## config.mk

```make
export PLATFORM = sky130hd
export DESIGN_NAME = clock_divider
export DESIGN_NICKNAME = d
export VERILOG_FILES = /design/src/rtl/clock_divider.sv
export SDC_FILE = /design/constraint.sdc
export NUM_CORES = 1
export LEC_CHECK = 0
export CAP_MARGIN = 5
export CELL_PAD_IN_SITES_DETAIL_PLACEMENT = 1
export CELL_PAD_IN_SITES_GLOBAL_PLACEMENT = 1
export CORE_AREA = 3 3 40 42
export DETAILED_ROUTE_END_ITERATION = 6
export DIE_AREA = 0 0 43 45
export PLACE_DENSITY = 0.66
export SLEW_MARGIN = 20
export SYNTH_ARGS = -nofsm -noshare
export SYNTH_HDL_FRONTEND = slang
export SYNTH_SLANG_ARGS = --single-unit
```

## constraint.sdc

```tcl
create_clock -name clk -period 2.1 [get_ports clk]
set_input_delay 0.63 -clock clk [delete_from_list [all_inputs] [get_ports clk]]
set_output_delay 0.63 -clock clk [all_outputs]
set_load 0.1 [all_outputs]
```

## src/rtl/clock_divider.sv

```systemverilog
// Eight-stage binary clock divider: a free-running 8-bit counter whose bits
// are the /2 .. /256 divided outputs, each taken straight from a flop.
module clock_divider (
    input  logic clk,
    input  logic rst,
    output logic clk_div_2,
    output logic clk_div_4,
    output logic clk_div_8,
    output logic clk_div_16,
    output logic clk_div_32,
    output logic clk_div_64,
    output logic clk_div_128,
    output logic clk_div_256
);

    logic [7:0] cnt_q;
    logic [7:0] cnt_d;

    // Next count: modulo-256 increment, wrap 255 -> 0 falls out of the width.
    always_comb begin
        cnt_d = cnt_q + 8'd1;
    end

    // Counter register with synchronous active-high reset.
    always_ff @(posedge clk) begin
        if (rst) begin
            cnt_q <= 8'd0;
        end else begin
            cnt_q <= cnt_d;
        end
    end

    assign clk_div_2   = cnt_q[0];
    assign clk_div_4   = cnt_q[1];
    assign clk_div_8   = cnt_q[2];
    assign clk_div_16  = cnt_q[3];
    assign clk_div_32  = cnt_q[4];
    assign clk_div_64  = cnt_q[5];
    assign clk_div_128 = cnt_q[6];
    assign clk_div_256 = cnt_q[7];

endmodule

```

Yosys cells after proc, flatten, opt, wreduce, memory -nomap -nowiden
Cells that the tools add are included.

storage, ports and cells
  bits in registers = 8
  input port bits = 2
  output and inout port bits = 8
  word-level logic and storage cells = 2

cells by class
  add/subtract/negate cells = 1

operator list
  cell                 number
  $add 8x1->8 const B  1

Longest topological paths before layout
  depth in word-level cells = 1
  gate-level depth with buffers = 4
  depth with buffers taken out = 4

Worst setup path after synthesis
Ideal clock, no wire load.

  kind = register -> register
  start = reg cnt_q[0]
  end = reg cnt_q[6]
  library setup time = 70 ps
  arrival time = 1929 ps
  setup slack = 101 ps
  cell stages (with the launch flop) = 5
  path buffers = 0
  cells stage by stage = dfxtp_1 > ha_1 > nand3_1 > or3_1 > a21oi_1

between the ends
  longest elaborated chain between the ends = 1

RTL lines
  item                      RTL line  text
  start: declaration        16        logic [7:0] cnt_q;
  start signal: assignment  29        cnt_q <= cnt_d;
  $add 8x1->8               21        cnt_d = cnt_q + 8'd1;

No other way between the ends.
A chain may end at the register's enable or synchronous reset.

Final worst setup path
  start = reg cnt_q[2]
  end = out clk_div_8

RTL lines
  item              RTL line  text
  end: declaration  8         output logic clk_div_8,

No word-level cell between the ends.

==> run summary <==
Slew HR: 81.53%
Unique masters post-synth: 15
Initial antenna violation count: 0
Leakage: 0.0001866 uW
Worst skew pair latency: 250 ps
Buf/Inv on CP: 1
CTS root buf: clkbuf_4
Finished Core Util: 39.82%
Period minus WS final: 1555 ps
Post-layout nets: 49
Post-CTS setup buffers: 0
Worst setup margin: 545.0 ps
Synthesized flop and latch total: 8
Reg2Reg Setup Slack: 710 ps
Final-report hold violation count: 0
R2R cell count: 4
VDD IR-drop max: 0.3330 mV
Max FFs per register: 8
Syn Inst Count: 33
Row count: 13
Outcome: completed
Die width: 43 um
Layout cells sized above 1: 27.27%
Largest net degree at the start of global routing: 9
Post-cts resize count: 0
Cell area after layout: 511.7 sq um
Critical path's top delay family: flip-flops
Clock Sinks: 8
Clock Skew: 3.688 ps
Hpwl dp: 492 um
Pwr/cell area: 676.3 nW/um^2
WHS Path Cells: 1
Via count: 267
First-pass DRT Iterations: 2
Hold WC Path Type: reg -> reg
CTS buffer count: 3
Hold path startpoint: cnt_q[0]
Critical R2R Capture: cnt_q[6]
Vias in the first global route: 292
Regs by FF count: cnt_q x8
FF-to-FF Start: cnt_q[0]
H-Tree Depth: 1
# fillers: 140
Setup TNS Final: 0 ps
# DRC: 0
Final Max Slew Viols: 0
Initial Util: 23.66%
Setup WS pre-CTS: 615.9 ps
Post-synthesis cell area: 304.0 sq um
Worst Setup Path Type: reg -> out
# IOs: 10
Footprint of the multi-input gates: 136.4 sq um
Gp weighted congestion: 0.6140
Max clock buf depth: 2
Crit-path max FO: 5
Detailed Route WL: 636 um
Final ANT Viol Nets: 0
Number of port buffers: 9
N_diodes: 0
GR Util All Layers: 8.583%
Post-synthesis sequential area ratio: 52.67%
Placed inst area: 489.2 sq um
WL per Instance: 10.78 um
Largest stage delay on the critical path: 460 ps
Synth area leader: dfxtp_1
CP Depth: 1
WP data required: 1470 ps
RSZ-0062 raised after global routing: no
Post-Syn Nets: 36
Critical Path End Type: primary output
Clk slew on worst S/H paths: 50 ps
Vias/cell: 4.525
Register area: 160.2 sq um
Crit share post-route: 74.05%
Post-CTS Hold Buffers: 0
Worst-margin pin slew: 276.2 ps
Yosys warnings: 0
Total core area: 1285 sq um
Syn-to-layout area delta: 68.31%
CP max stage cell: dfxtp_1
Ranking of synthesized cells by area: dfxtp_1, or3_1, xnor2_1, a21oi_1, o21ai_0
Register bank with the most flops: cnt_q
1st-iter DRT viols: 2
CTS tree: done
Critical path cell sequence: buf_12
Remaining global-route overflow: 0
CP Launch Type: flip-flop
Die Y: 45 um
First-pass GRT wire length: 1173 um
Max cap viols: 0
Top-area cell type share of the netlist area: 52.67%
Crit path DAT: 920 ps
Synthesized area per cell: 9.213 sq um
Hold worst-path end: cnt_q[0]
Max Freq: 643.1 MHz
Final setup vio count: 0
Full die area: 1935 sq um
[per-stage QoR]
| stage | std cells | hold WS, ps | total power, uW |
|---|---|---|---|
| 2_1_floorplan | 33 | 875.1 | 208.2 |
| 3_3_place_gp | 56 | 505.9 | 234.9 |
| 3_5_place_dp | 56 | 507.1 | 235.2 |
| 4_1_cts | 59 | 520.4 | 352.0 |
| 5_1_grt | 59 | 552.9 | 363.7 |
| 6_report | 59 | 513.5 | 346.1 |
[layer usage]
metal  GRT usage (%)  share of wire, %  wire, um  vias up
li1                -                 -         -      138
met2           14.67                51       324        7
met5               0                 0         0        -
met4           7.229               1.1         7        0
met1           8.696                41       263      120
met3           2.390               6.3        40        2
[area by class of cell]
type                            instances  share of cell area, %
Timing Repair Buffer                    9                  33.25
Sequential cell                         8                  31.30
Multi-Input combinational cell         23                  26.65
Clock buffer                            3                  4.401
Tap cell                               15                  3.667
Inverter                                1                 0.7335
[how the worst max path moves through the flow]
| stage | slack [ps] | from | endpoint |
|---|---|---|---|
| floorplan | 100 | cnt_q[0] | cnt_q[6] |
| global placement | 640 | rst | cnt_q[2] |
| CTS | 520 | cnt_q[2] | clk_div_8 |
| global route | 500 | cnt_q[2] | clk_div_8 |
| detailed placement | 620 | rst | cnt_q[4] |
| finish | 550 | cnt_q[2] | clk_div_8 |
[where the power goes]
group | internal, uW | switching [uW] | total (uW)
Combinational | 24.1 | 42.1 | 66.1
Clock | 65.2 | 49.2 | 114
Sequential | 157 | 8.66 | 166
Total | 246 | 99.9 | 346
[logic make-up (layout without fill, tap and decap cells)]
logic type / count (synthesis) / count (layout) / share of synthesized area (%)
compound gates: 6 / 6 / 9.874
fa+ha+maj: 1 / 1 / 4.115
flops: 8 / 8 / 52.67
buf+inv: 2 / 13 / 2.467
xor+xnor: 3 / 3 / 8.644
simple gates: 13 / 13 / 22.22
[Yosys cell counts (all sizes together)]
cell type and count:
a21oi 3, and3 1, clkbuf 1, dfxtp 8, ha 1, inv 1
nand2 1, nand3 2, nand4 1, nor2 4, nor2b 1, o21ai 3
or3 3, xnor2 2, xor2 1
[layout by cell type, fill, tap and decap left out, drive strengths merged]
cell           count
nand2              1
and3               1
nor2b              1
inv                1
or3                3
nor2               4
a21oi              3
o21ai              3
ha                 1
clkdlybuf4s50      1
buf                8
nand3              2
xor2               1
clkbuf             3
dfxtp              8
nand4              1
xnor2              2
(Power assumes the default switching activity.)
